[src/rtl/vpl_alu_seq_v.sv]
// ============================================================================
// vpl_alu_seq_v
// ----------------------------------------------------------------------------
// Registered WIDTH-bit ALU with valid/ready handshakes on both sides.
// Single-cycle operations complete one clock after accept. Multiply runs
// as a shift-add over WIDTH clocks. While a result waits to be consumed, or
// a multiply is running, upstream is back-pressured through in_ready.
//
// Ports
//   clk         in   rising-edge clock
//   rst         in   asynchronous, active-high reset
//   in_valid    in   operation request
//   in_ready    out  request is accepted this cycle when in_valid is high
//   func_sel    in   4-bit opcode, sampled on accept
//   operand_a   in   operand A, sampled on accept
//   operand_b   in   operand B, sampled on accept
//   out_valid   out  result and flags are valid
//   out_ready   in   downstream consumes the result
//   alu_result  out  registered result
//   alu_cout    out  carry out / product high half nonzero / shifted-out bit
//   alu_zero    out  alu_result == 0
//   alu_neg     out  alu_result MSB
//   alu_ovf     out  signed overflow for the add/subtract class
//   busy        out  multiply in progress
// ============================================================================
module vpl_alu_seq_v #(
    parameter int WIDTH = 8
) (
    input  logic             clk,
    input  logic             rst,
    input  logic             in_valid,
    output logic             in_ready,
    input  logic [3:0]       func_sel,
    input  logic [WIDTH-1:0] operand_a,
    input  logic [WIDTH-1:0] operand_b,
    output logic             out_valid,
    input  logic             out_ready,
    output logic [WIDTH-1:0] alu_result,
    output logic             alu_cout,
    output logic             alu_zero,
    output logic             alu_neg,
    output logic             alu_ovf,
    output logic             busy
);

    localparam int         CNT_W    = (WIDTH > 2) ? $clog2(WIDTH) : 1;
    localparam logic [3:0] OP_MUL   = 4'b1101;
    localparam logic [CNT_W-1:0] MUL_LAST = CNT_W'(WIDTH - 1);

    typedef enum logic [1:0] {
        S_IDLE = 2'd0,
        S_MUL  = 2'd1,
        S_DONE = 2'd2
    } state_t;

    state_t                 state_q, state_d;
    logic [2*WIDTH-1:0]     mcand_q, mcand_d;
    logic [WIDTH-1:0]       mplier_q, mplier_d;
    logic [2*WIDTH-1:0]     acc_q, acc_d;
    logic [CNT_W-1:0]       cnt_q, cnt_d;
    logic [WIDTH-1:0]       result_q, result_d;
    logic                   cout_q, cout_d;
    logic                   zero_q, zero_d;
    logic                   neg_q, neg_d;
    logic                   ovf_q, ovf_d;

    logic                   accept;
    logic [2*WIDTH-1:0]     partial;
    logic [2*WIDTH-1:0]     acc_step;
    logic [WIDTH+1:0]       eval;

    // ------------------------------------------------------------------
    // Single-cycle operation evaluation. Returns {ovf, cout, result}.
    // Opcodes 0000, 0111 (pass A) and 1101 (handled by the multiplier)
    // fall to the default branch.
    // ------------------------------------------------------------------
    function automatic logic [WIDTH+1:0] alu_eval(
        input logic [3:0]       func,
        input logic [WIDTH-1:0] a,
        input logic [WIDTH-1:0] b
    );
        logic [WIDTH:0]   sum;
        logic [WIDTH-1:0] r;
        logic [WIDTH-1:0] nb;
        logic             c;
        logic             v;
        sum = '0;
        r   = a;
        nb  = ~b;
        c   = 1'b0;
        v   = 1'b0;
        case (func)
            4'b0001: begin
                sum = {1'b0, a} + {{WIDTH{1'b0}}, 1'b1};
                r   = sum[WIDTH-1:0];
                c   = sum[WIDTH];
                // Only a positive-to-negative sign flip counts as overflow.
                v   = ~a[WIDTH-1] & r[WIDTH-1];
            end
            4'b0010, 4'b0011: begin
                sum = {1'b0, a} + {1'b0, b} + {{WIDTH{1'b0}}, func[0]};
                r   = sum[WIDTH-1:0];
                c   = sum[WIDTH];
                v   = (a[WIDTH-1] == b[WIDTH-1]) && (r[WIDTH-1] != a[WIDTH-1]);
            end
            4'b0100, 4'b0101: begin
                sum = {1'b0, a} + {1'b0, nb} + {{WIDTH{1'b0}}, func[0]};
                r   = sum[WIDTH-1:0];
                c   = sum[WIDTH];
                v   = (a[WIDTH-1] == nb[WIDTH-1]) && (r[WIDTH-1] != a[WIDTH-1]);
            end
            4'b0110: begin
                // Adding all-ones decrements; the carry is clear only for A == 0.
                sum = {1'b0, a} + {1'b0, {WIDTH{1'b1}}};
                r   = sum[WIDTH-1:0];
                c   = sum[WIDTH];
                v   = a[WIDTH-1] & ~r[WIDTH-1];
            end
            4'b1000, 4'b1001: r = ~a;
            4'b1010:          r = a & b;
            4'b1011:          r = a ^ b;
            4'b1100:          r = a | b;
            4'b1110: begin
                r = {1'b0, a[WIDTH-1:1]};
                c = a[0];
            end
            4'b1111: begin
                r = {a[0], a[WIDTH-1:1]};
                c = a[0];
            end
            default:          r = a;
        endcase
        return {v, c, r};
    endfunction

    assign in_ready  = (state_q == S_IDLE) || ((state_q == S_DONE) && out_ready);
    assign accept    = in_valid && in_ready;
    assign out_valid = (state_q == S_DONE);
    assign busy      = (state_q == S_MUL);

    assign alu_result = result_q;
    assign alu_cout   = cout_q;
    assign alu_zero   = zero_q;
    assign alu_neg    = neg_q;
    assign alu_ovf    = ovf_q;

    // One multiplier bit per cycle, LSB first; the multiplicand shifts left.
    assign partial  = mplier_q[0] ? mcand_q : '0;
    assign acc_step = acc_q + partial;

    assign eval = alu_eval(func_sel, operand_a, operand_b);

    // ------------------------------------------------------------------
    // Next-state and datapath control
    // ------------------------------------------------------------------
    always_comb begin
        state_d  = state_q;
        mcand_d  = mcand_q;
        mplier_d = mplier_q;
        acc_d    = acc_q;
        cnt_d    = cnt_q;
        result_d = result_q;
        cout_d   = cout_q;
        zero_d   = zero_q;
        neg_d    = neg_q;
        ovf_d    = ovf_q;

        case (state_q)
            S_MUL: begin
                mcand_d  = mcand_q << 1;
                mplier_d = mplier_q >> 1;
                acc_d    = acc_step;
                cnt_d    = cnt_q + CNT_W'(1);
                if (cnt_q == MUL_LAST) begin
                    result_d = acc_step[WIDTH-1:0];
                    cout_d   = |acc_step[2*WIDTH-1:WIDTH];
                    ovf_d    = 1'b0;
                    zero_d   = (acc_step[WIDTH-1:0] == '0);
                    neg_d    = acc_step[WIDTH-1];
                    state_d  = S_DONE;
                end
            end
            S_DONE: begin
                if (out_ready) begin
                    state_d = S_IDLE;
                end
            end
            default: ;
        endcase

        // Accept only happens in IDLE or a consumed DONE, so it overrides
        // the DONE -> IDLE transition above.
        if (accept) begin
            if (func_sel == OP_MUL) begin
                mcand_d  = {{WIDTH{1'b0}}, operand_a};
                mplier_d = operand_b;
                acc_d    = '0;
                cnt_d    = '0;
                state_d  = S_MUL;
            end else begin
                result_d = eval[WIDTH-1:0];
                cout_d   = eval[WIDTH];
                ovf_d    = eval[WIDTH+1];
                zero_d   = (eval[WIDTH-1:0] == '0);
                neg_d    = eval[WIDTH-1];
                state_d  = S_DONE;
            end
        end
    end

    // ------------------------------------------------------------------
    // State and result registers
    // ------------------------------------------------------------------
    always_ff @(posedge clk or posedge rst) begin
        if (rst) begin
            state_q  <= S_IDLE;
            mcand_q  <= '0;
            mplier_q <= '0;
            acc_q    <= '0;
            cnt_q    <= '0;
            result_q <= '0;
            cout_q   <= 1'b0;
            zero_q   <= 1'b0;
            neg_q    <= 1'b0;
            ovf_q    <= 1'b0;
        end else begin
            state_q  <= state_d;
            mcand_q  <= mcand_d;
            mplier_q <= mplier_d;
            acc_q    <= acc_d;
            cnt_q    <= cnt_d;
            result_q <= result_d;
            cout_q   <= cout_d;
            zero_q   <= zero_d;
            neg_q    <= neg_d;
            ovf_q    <= ovf_d;
        end
    end

endmodule

[config.mk]
export PLATFORM = sky130hd
export DESIGN_NAME = vpl_alu_seq_v
export DESIGN_NICKNAME = d
export VERILOG_FILES = /design/src/rtl/vpl_alu_seq_v.sv
export SDC_FILE = /design/constraint.sdc
export NUM_CORES = 1
export LEC_CHECK = 0
export BUFFER_PORTS_ARGS = -buffer_cell sky130_fd_sc_hd__buf_2
export CORE_ASPECT_RATIO = 2
export CORE_MARGIN = 10
export CORE_UTILIZATION = 35
export CTS_BUF_LIST = sky130_fd_sc_hd__clkbuf_4 sky130_fd_sc_hd__clkbuf_8
export DETAILED_ROUTE_END_ITERATION = 10
export SYNTH_ARGS = -nofsm -noshare
export SYNTH_HDL_FRONTEND = slang
export SYNTH_SLANG_ARGS = --single-unit
export TNS_END_PERCENT = 100
[constraint.sdc]
create_clock -name clk -period 3.3 [get_ports clk]
set_clock_uncertainty 0.15 [all_clocks]
set_input_delay 0.66 -clock clk [delete_from_list [all_inputs] [get_ports clk]]
set_output_delay 0.66 -clock clk [all_outputs]
set_load 0.05 [all_outputs]
==> results summary, run 1 <==
The via count of the first global-routing pass is 5,395. The maximum number of buffers from clock root to sink came out at 2. The number of hold violations in the final report is 0.

The share of total power dissipated in combinational logic is 0.594. The clock tree from TritonCTS is built. The normalized max-slew margin is 0.476. The number of antenna violations at the first check in global routing came to 0. The worst voltage drop across the vdd grid came out at 0.272 mV. The final critical-path required period is 3.12 ns.

Yosys printed 0 warnings. The number of top-level design ports is 39. For this run, the leading register cell type out of synthesis is dfrtp_1. In this run the clock root is driven by a clkbuf_8. Counting distinct cell types in the post-synthesis netlist gives 81. The number of fillers in the final layout came out at 1,607. Summed over all instances, the cell type with the most area after synthesis is dfrtp_1. The sequential-to-total area share from yosys stat came out at 0.264. The run finished with clean final reports. The total negative setup slack came out at 0 ns. The power consumption came out at 4.93 mW. The kind of cell with the highest combined delay on the critical path is compound AO/OA/AOI/OAI gates.

The slowest stage of the critical path belongs to the cell dfrtp_1. The global placement routability congestion is 0.985. The switching power share of the total came out at 0.465.

The max-cap check violation count came out at 0. Summed over all layers, the routed wires come to 19.3 mm. The synthesized netlist net count is 731. The leakage component of the power came out at 2.80 nW.

The instance count of the mapped netlist is 653. The capturing element of the worst setup path is alu_cout. The critical path goes through and2_1, ha_1, fa_1, a21oi_2, o2111ai_1, o21ai_1, buf_4, a31oi_1, xnor2_1, nand2_1, nor4b_2, a41oi_1. The die covers 0.0211 mm2. The area used by multi-input combinational logic came out at 0.00367 mm2.

The average via count per standard cell is 5.61. The share of total power dissipated in sequential elements is 0.259. After synthesis, the cell types taking the most area are dfrtp_1 (26%), ha_1 (11%), mux2i_1 (7.4%). The finished layout cell area is 0.00634 mm2. The insertion delay of the later-clocked pin in the worst-skew pair is 0.34 ns. The y dimension of the die is 196 um. STA puts the critical path data required time at 3.35 ns. The type of the worst setup path is flip-flop to flip-flop. After detailed routing, the number of remaining DRC violations is 0. The largest driver fanout on the critical path is 6. In this run the worst hold path is classified as primary input to asynchronous set/reset pin. The cell with the most instances after synthesis is nand2_1.

STA classifies the critical path endpoint as a flip-flop. The fraction of registers with async set/reset is 1.00. The combined buffer and inverter count along the critical path came out at 1.

At the pin with the least slew margin, the transition time is 0.766 ns. Of the available clock period, the critical path in the final layout requires 0.947. The startpoint identified for the worst register-to-register timing path is mplier_q[0]. The maximum level of the CTS H-tree came out at 3. The clock group share of total power came out at 0.147.

The number of cells after detailed placement came out at 909. The number of synthesized register bits came out at 57. Dividing the detail-routed wire length by the instance count gives 20.9 um.

The delay of the slowest critical-path stage is 0.44 ns. The number of pins exceeding their max-slew limit in the final report is 0. The effective utilization at floorplan came out at 0.355. The instance area at placement is 0.00611 mm2. For the worst flop-to-flop path, the logic depth is 12. The count of flip-flops with a built-in enable after synthesis came out at 0. The clock slew at the register clock pins of the worst setup and hold paths came out at 0.07 ns. The wire length of the first global-routing pass came out at 29.8 mm. The share of synthesized area in the top cell type comes to 0.264. The post-layout instance count excluding filler cells came out at 925. Row generation in the floorplan step produced 64 rows. Based on the critical path, the design can be clocked at up to 320 MHz.

The antenna diode count came out at 0. The number of sinks driven by the clock tree came out at 57. Compared with the post-synthesis result, the final layout area differs by 17.5%. The share of layout cells above drive strength 1 is 0.190. The number of nets in the layout is 801. STA classifies the critical path startpoint as a flip-flop.

The number of detailed-route iterations in the first pass came out at 5. The total area of sequential cells came out at 0.00143 mm2. The final setup violation count is 0. The internal power came out at 2.64 mW. In this run the power density over the cells is 777 mW/mm2. The total of buffers placed on input and output ports is 38. The number of vias in the routed layout is 5,189. The most critical setup path has its startpoint at mplier_q[0]. The placeable core region came out at 0.0152 mm2. The average instance area after synthesis came out at 8.26 um2.

The total congestion overflow is 0. The endpoint of the lowest-slack register-to-register path is alu_cout. The net switching power came out at 2.29 mW. In this run the cell area of the synthesized design comes to 0.00540 mm2. Detailed placement finished with a half-perimeter wire length of 15.5 mm.

Counting buffers and inverters, the worst setup path is 12 cells deep. The first-iteration detailed-routing DRC count is 290. In this run the horizontal extent of the chip is 108 um. For flop-to-flop paths, the worst setup slack is 0.18 ns. The largest net degree at the start of global routing is 52. The quantity of hold-fixing buffers added after cts is 0. Ranked by instance count, the synthesized netlist is headed by nand2_1 (79), nor2_1 (63), dfrtp_1 (57), ha_1 (49). Clock tree synthesis inserted a total of 9 buffers.

The data arrival time at the worst-slack endpoint is 3.17 ns. The number of nets with antenna violations after detailed routing came out at 0. In the global route stage, overall resource usage came out at 0.184.
## power groups by stage
| stage | clock network [mW] | registers [mW] | logic [mW] |
|---|---|---|---|
| after global routing | 0.771 | 1.32 | 3.22 |
| final | 0.724 | 1.28 | 2.93 |
| after CTS | 0.739 | 1.28 | 2.88 |
| after floorplan | 0 | 1.43 | 1.81 |
| after global placement | 0 | 1.28 | 2.81 |
| after detailed placement | 0 | 1.29 | 2.86 |
## cell families (layout without fill, tap and decap cells)
kind of cell	count (synthesis)	in the layout	synth area share
muxes	40	40	0.0742
adders and majority gates	54	54	0.132
DFF	57	57	0.264
AOI/OAI and AO/OA	169	169	0.220
and+or+nand+nor	241	241	0.217
xor gates and xnor gates	20	20	0.0325
buffers and inverters	72	146	0.0598
## registers in the layout, summed over array words and instances (netlist names)
| signal | count |
|---|---|
| mplier_q | 8 |
| alu_cout | 1 |
| cnt_q | 3 |
| mcand_q | 16 |
| alu_zero | 1 |
| acc_q | 16 |
| alu_neg | 1 |
| alu_ovf | 1 |
| state_q | 2 |
| alu_result | 8 |
## what timing repair did
action                     CTS  global route
setup buffers                0             1
hold endpoints to repair     0             0
resized for setup            0             4
setup endpoints to repair    0             1
## placed cells by master, fill, tap and decap left out, types with 3 or more instances in the layout
cell type  synthesis  layout
and3_1             5       5
a21oi_1           26      25
a221oi_1           5       5
or3_1              4       4
o21ai_0           40      39
xor2_1             6       6
nand3_1           23      23
a211oi_1           6       6
xnor2_1           14      14
a22oi_1            7       7
ha_1              49      48
nor3_1            10      10
o211ai_1           5       5
nor2b_1           11      11
nor2_1            63      62
buf_2             15      38
o221ai_1           3       3
dfrtp_1           57      57
o21ai_1            5       6
a21o_1             6       6
nand2_1           79      79
buf_4              5      56
mux2i_1           40      40
fa_1               5       5
o31ai_1            5       5
a21oi_2            3       4
nand2b_1           8       8
and2_1            17      17
inv_1             35      34
a31oi_1           12      12
o22ai_1            5       5
clkbuf_8           0      10
## layout make-up
| type | count | area share |
|---|---|---|
| well taps | 198 | 0.0391 |
| repair buffers | 96 | 0.103 |
| multi-input cells | 524 | 0.578 |
| clock inverters | 5 | 0.0126 |
| flip-flops and latches | 57 | 0.225 |
| inverters | 35 | 0.0207 |
| clock buffers | 10 | 0.0217 |
## metal layers
metal / vias up / wire (um) / track usage / part of all wire
li1: 2467 / - / - / -
met1: 2473 / 6440 / 0.169 / 0.33
met2: 180 / 10900 / 0.350 / 0.56
met3: 69 / 651 / 0.0211 / 0.034
met4: 0 / 1340 / 0.135 / 0.069
met5: - / 0 / 0 / 0
## worst min path at each step
| stage | slack, ns | endpoint | start | cells past startpoint |
|---|---|---|---|---|
| 3_3_place_gp | 0.36 | cnt_q[1] | cnt_q[1] | 2 |
| 5_1_grt | 0.29 | cnt_q[0] | rst | 2 |
| 4_1_cts | 0.26 | cnt_q[0] | rst | 2 |
| 2_1_floorplan | 0.34 | mcand_q[15] | mcand_q[15] | 2 |
| 6_report | 0.25 | cnt_q[0] | rst | 2 |
| 3_5_place_dp | 0.37 | cnt_q[1] | cnt_q[1] | 2 |
## worst register-to-register path, stage by stage, from the launching register on
cell       delay (ns)
dfrtp_1          0.44
and2_1           0.22
ha_1             0.21
fa_1             0.42
a21oi_2          0.17
o2111ai_1        0.20
o21ai_1          0.20
buf_4            0.15
a31oi_1          0.09
xnor2_1          0.22
nand2_1          0.12
nor4b_2          0.23
a41oi_1          0.15
## per-stage QoR
stage	util	setup slack (ns)	hold WS, ns
global route	0.417	-0.0481	0.292
global placement	0.401	-0.0476	0.357
finish	0.417	0.176	0.254
detailed placement	0.401	-0.0594	0.369
floorplan	-	0.215	0.337
CTS	0.416	0.00231	0.264
No activity file was read; power rests on OpenSTA's default activity.
==> run 2, diff against run 1 <==
--- a/config.mk
+++ b/config.mk
@@ -5,6 +5,7 @@
 export SDC_FILE = /design/constraint.sdc
 export NUM_CORES = 1
 export LEC_CHECK = 0
+export ABC_AREA = 1
 export BUFFER_PORTS_ARGS = -buffer_cell sky130_fd_sc_hd__buf_2
 export CORE_ASPECT_RATIO = 2
 export CORE_MARGIN = 10
==> run 2 against run 1 <==
Clock-buffer cell count is the same; flip-flop and latch count unchanged; die area shrank 0.81%; critical path depth increased by 2; maximum frequency rose by 9.4%; power fell by 5.9%; via count increased by 9.9%; setup slack better by 0.27 ns; cell area fell by 3.1%; combinational power down 9.6%; non-clock buffer count down 28; synthesized area down 0.95%; largest cell class unchanged.
==> results summary, run 2 <==
Status: finished clean (unchanged). The sequential-to-total area share from yosys stat was 0.267 (was 0.264). The fmax is 350 MHz (was 320 MHz). The type of the worst setup path is flip-flop to flip-flop (unchanged). The cell count of the worst reg-to-reg path is 14 (was 12). The synthesized netlist net count came out at 907 (was 731). The instance count of the mapped netlist is 829 (was 653). The xor-xnor portion of the synthesized cell area is 0.0164 (was 0.0325). The switching power share of the total came out at 0.502 (was 0.465).

The power density over cell area came out at 754 mW/mm2 (was 777 mW/mm2). The number of fillers in the final layout is 1,635 (was 1,607). The via count of the first global-routing pass came out at 5,998 (was 5,395).

The final critical-path required period came to 2.86 ns (was 3.12 ns). The number of hold violations in the final report came out at 0 (unchanged). The number of nets with antenna violations after detailed routing is 0 (unchanged).

The data arrival time at the worst-slack endpoint came out at 2.94 ns (was 3.17 ns). Top cells by area, synth: dfrtp_1 (27%), nand2_1 (16%), ha_1 (11%) (was dfrtp_1 (26%), ha_1 (11%), mux2i_1 (7.4%)). The wire length of the first global-routing pass was 32.1 mm (was 29.8 mm). The total negative setup slack came out at 0 ns (unchanged).

The sum of net half-perimeters after detailed placement is 16.5 mm (was 15.5 mm). The normalized max-slew margin is 0.358 (was 0.476). The fraction of post-synthesis cell area in the top cell type by area came to 0.267 (was 0.264). The maximum number of buffers from clock root to sink is 2 (unchanged).

The net switching power came out at 2.33 mW (was 2.29 mW). The leakage component of the power came out at 3.28 nW (was 2.80 nW). The number of pins exceeding their max-slew limit in the final report was 0 (unchanged). Setup repair after global routing left no endpoint under its margin. The area used by multi-input combinational logic came out at 0.00345 mm2 (was 0.00367 mm2). The leading area contributor after synthesis is dfrtp_1 (unchanged).

The average routed wire per standard cell came out at 18.7 um (was 20.9 um). The global placement routability congestion is 1.02 (was 0.985). The fraction of the mapped netlist area in compound gates is 0.133 (was 0.220). The type of element launching the critical path is a flip-flop (unchanged). The number of warnings printed during yosys synthesis is 0 (unchanged). The insertion delay of the later-clocked pin in the worst-skew pair was 0.35 ns (was 0.34 ns). Most numerous cell types in the synthesized netlist: nand2_1 (228), nor2_1 (108), inv_1 (95), nand3_1 (73), dfrtp_1 (57) (was nand2_1 (79), nor2_1 (63), dfrtp_1 (57), ha_1 (49)).

The fraction of registers with async set/reset is 1.00 (unchanged). The leading register cell type out of synthesis is dfrtp_1 (unchanged). The count of flip-flops with a built-in enable after synthesis is 0 (unchanged). The cell with the most instances after synthesis is nand2_1 (unchanged). The share of synthesized area spent on multiplexers was 0 (was 0.0742). The number of placement rows is 63 (was 64).

The commonest non-fill, non-tap cell in the layout is nand2_1 (unchanged). The antenna diode count came out at 0 (unchanged). The detailed-route wire length came out at 20.4 mm (was 19.3 mm). The clock slew at the register clock pins of the worst setup and hold paths is 0.06 ns (was 0.07 ns).

The largest net degree at the start of global routing is 55 (was 52). The internal power was 2.31 mW (was 2.64 mW). The number of detailed-route iterations in the first pass is 4 (was 5). The delay of the slowest critical-path stage came out at 0.58 ns (was 0.44 ns). The clock group share of total power is 0.156 (was 0.147). The number of nets in the layout came to 964 (was 801).

The average instance area after synthesis came out at 6.45 um2 (was 8.26 um2). The total of cells resized after clock tree synthesis came out at 0 (unchanged). The total area of sequential cells came out at 0.00143 mm2 (unchanged). The total DRC errors in the routed layout came out at 0 (unchanged).

The slew at the pin closest to its max-slew limit is 0.961 ns (was 0.766 ns). The cell that appears most often on the critical path is nand2_1. The max-cap check violation count came to 0 (unchanged). The clock tree from TritonCTS was built (unchanged). The number of vias in the routed layout came out at 5,703 (was 5,189). Biggest registers after layout: acc_q: 16 flops, mcand_q: 16 flops (unchanged). The buffer type at the clock tree root is clkbuf_8 (unchanged).

The area added between synthesis and finish was 15.0% (was 17.5%). The number of antenna violations at the first check in global routing came to 0 (unchanged). The y dimension of the die is 195 um (was 196 um).

The share of layout cells above drive strength 1 is 0.114 (was 0.190). The effective utilization at floorplan came to 0.359 (was 0.355). The number of CTS-inserted buffers is 9 (unchanged).

The number of sinks driven by the clock tree was 57 (unchanged). The combinational family with the most area after synthesis was simple AND/OR/NAND/NOR gates (was compound AO/OA/AOI/OAI gates). The worst voltage drop across the vdd grid came out at 0.340 mV (was 0.272 mV). The simple-gate area share of the yosys netlist came out at 0.362 (was 0.217). The proportion of power drawn by flip-flops and latches came out at 0.273 (was 0.259). The final setup violation count came out at 0 (unchanged).

The first-iteration detailed-routing DRC count is 238 (was 290). The largest driver fanout on the critical path is 17 (was 6). The kind of capture point of the worst setup path is a flip-flop (unchanged). The average via count per standard cell is 5.25 (was 5.61). The floorplan die area is 0.0209 mm2 (was 0.0211 mm2). The number of library cell types mapped by synthesis is 35 (was 81). The number of setup buffers added after CTS was 0 (unchanged). The maximum level of the CTS H-tree came to 3 (unchanged). The number of top-level design ports is 39 (unchanged). The post-synthesis adder-cell area fraction came out at 0.133 (was 0.132). The part of the total power dissipated in combinational logic came to 0.571 (was 0.594). The synthesized cell area came out at 0.00535 mm2 (was 0.00540 mm2). The total congestion overflow is 0 (unchanged). Commonest cells after routing, fill and taps aside: nand2_1 (228), nor2_1 (108), inv_1 (94), nand3_1 (73), dfrtp_1 (57) (was nand2_1 (79), nor2_1 (62), dfrtp_1 (57), buf_4 (56), ha_1 (48)). The worst path required time is 3.38 ns (was 3.35 ns). CP cell instances: nand2_1, inv_1, ha_1, fa_1, nand3_1, nand2_1, nand2_1, nand2_1, xor2_1, nand3_1, nor2_1, nand2_1, nand2_1, a21oi_1 (was and2_1, ha_1, fa_1, a21oi_2, o2111ai_1, o21ai_1, buf_4, a31oi_1, xnor2_1, nand2_1, nor4b_2, a41oi_1).

The total of buffers placed on input and output ports is 38 (unchanged). The quantity of hold-fixing buffers added after cts is 0 (unchanged). The global-route usage over all layers was 0.199 (was 0.184). The number of synthesized register bits is 57 (unchanged). The slowest stage cell on the critical path is dfrtp_1 (unchanged). The post-layout utilization of the core came out at 0.412 (was 0.417). The overall die width came out at 107 um (was 108 um). The placeable core region is 0.0149 mm2 (was 0.0152 mm2). The final clock period utilization by the worst path came out at 0.866 (was 0.947). The class of the tightest hold or removal check is primary input to asynchronous set/reset pin (unchanged).
-- run 2: metrics by stage --
stage / std cells / worst slack [ns] / hold slack, ns / power [mW] / instance area (um2)
floorplan: 829 / 0.593 / 0.328 / 3.13 / 5350
global placement: 1070 / 0.322 / 0.346 / 3.90 / 5930
detailed placement: 1070 / 0.299 / 0.352 / 3.92 / 5930
CTS: 1086 / 0.437 / 0.273 / 4.67 / 6140
global route: 1086 / 0.329 / 0.308 / 5.05 / 6140
finish: 1086 / 0.443 / 0.250 / 4.64 / 6140
-- run 2: area by class of cell --
type                    instances  share of cell area
clock buffers                  10              0.0214
clock inverters                 6              0.0134
inverters                     102              0.0623
multi-input cells             648               0.561
flip-flops and latches         57               0.232
well taps                     195              0.0397
repair buffers                 68              0.0696
-- run 2: final timing paths --
| kind | startpoint | end | slack, ns |
|---|---|---|---|
| max reg2reg | mplier_q[0] | alu_cout | 0.44 |
| max in group asynchronous | rst | alu_cout | 2.14 |
| min | rst | mplier_q[3] | 0.25 |
| max | mplier_q[0] | alu_cout | 0.44 |
| min in group clk | alu_ovf | alu_ovf | 0.37 |
| min reg2reg | alu_ovf | alu_ovf | 0.37 |
-- run 2: kinds of logic (layout without fill, tap and decap cells) --
logic type	Yosys count	in the layout
buffers and inverters	124	186
and+or+nand+nor	459	459
adders and majority gates	54	54
AOI/OAI and AO/OA	125	125
DFF	57	57
xor gates and xnor gates	10	10
-- run 2: layer usage --
metal | GRT usage | vias up | part of all wire
li1 | - | 2809 | -
met4 | 0.180 | 0 | 0.094
met2 | 0.379 | 149 | 0.56
met5 | 0 | - | 0
met1 | 0.170 | 2643 | 0.32
met3 | 0.0245 | 102 | 0.025
-- run 2: power groups by stage --
| stage | sequential, mW | combinational, mW | clock, mW |
|---|---|---|---|
| after global placement | 1.27 | 2.63 | 0 |
| after detailed placement | 1.28 | 2.65 | 0 |
| after global routing | 1.31 | 2.97 | 0.768 |
| after CTS | 1.27 | 2.66 | 0.741 |
| after floorplan | 1.41 | 1.72 | 0 |
| final | 1.26 | 2.65 | 0.724 |
-- run 2: critical path: cells and delay by family, from the launching register on --
kind,cells,cell delay (ns)
AO/OA/AOI/OAI,1,0.07
XOR/XNOR,1,0.31
adder cells (fa/ha/maj),2,0.63
buffers and inverters,1,0.08
flip-flops,1,0.58
AND/OR/NAND/NOR,9,0.92
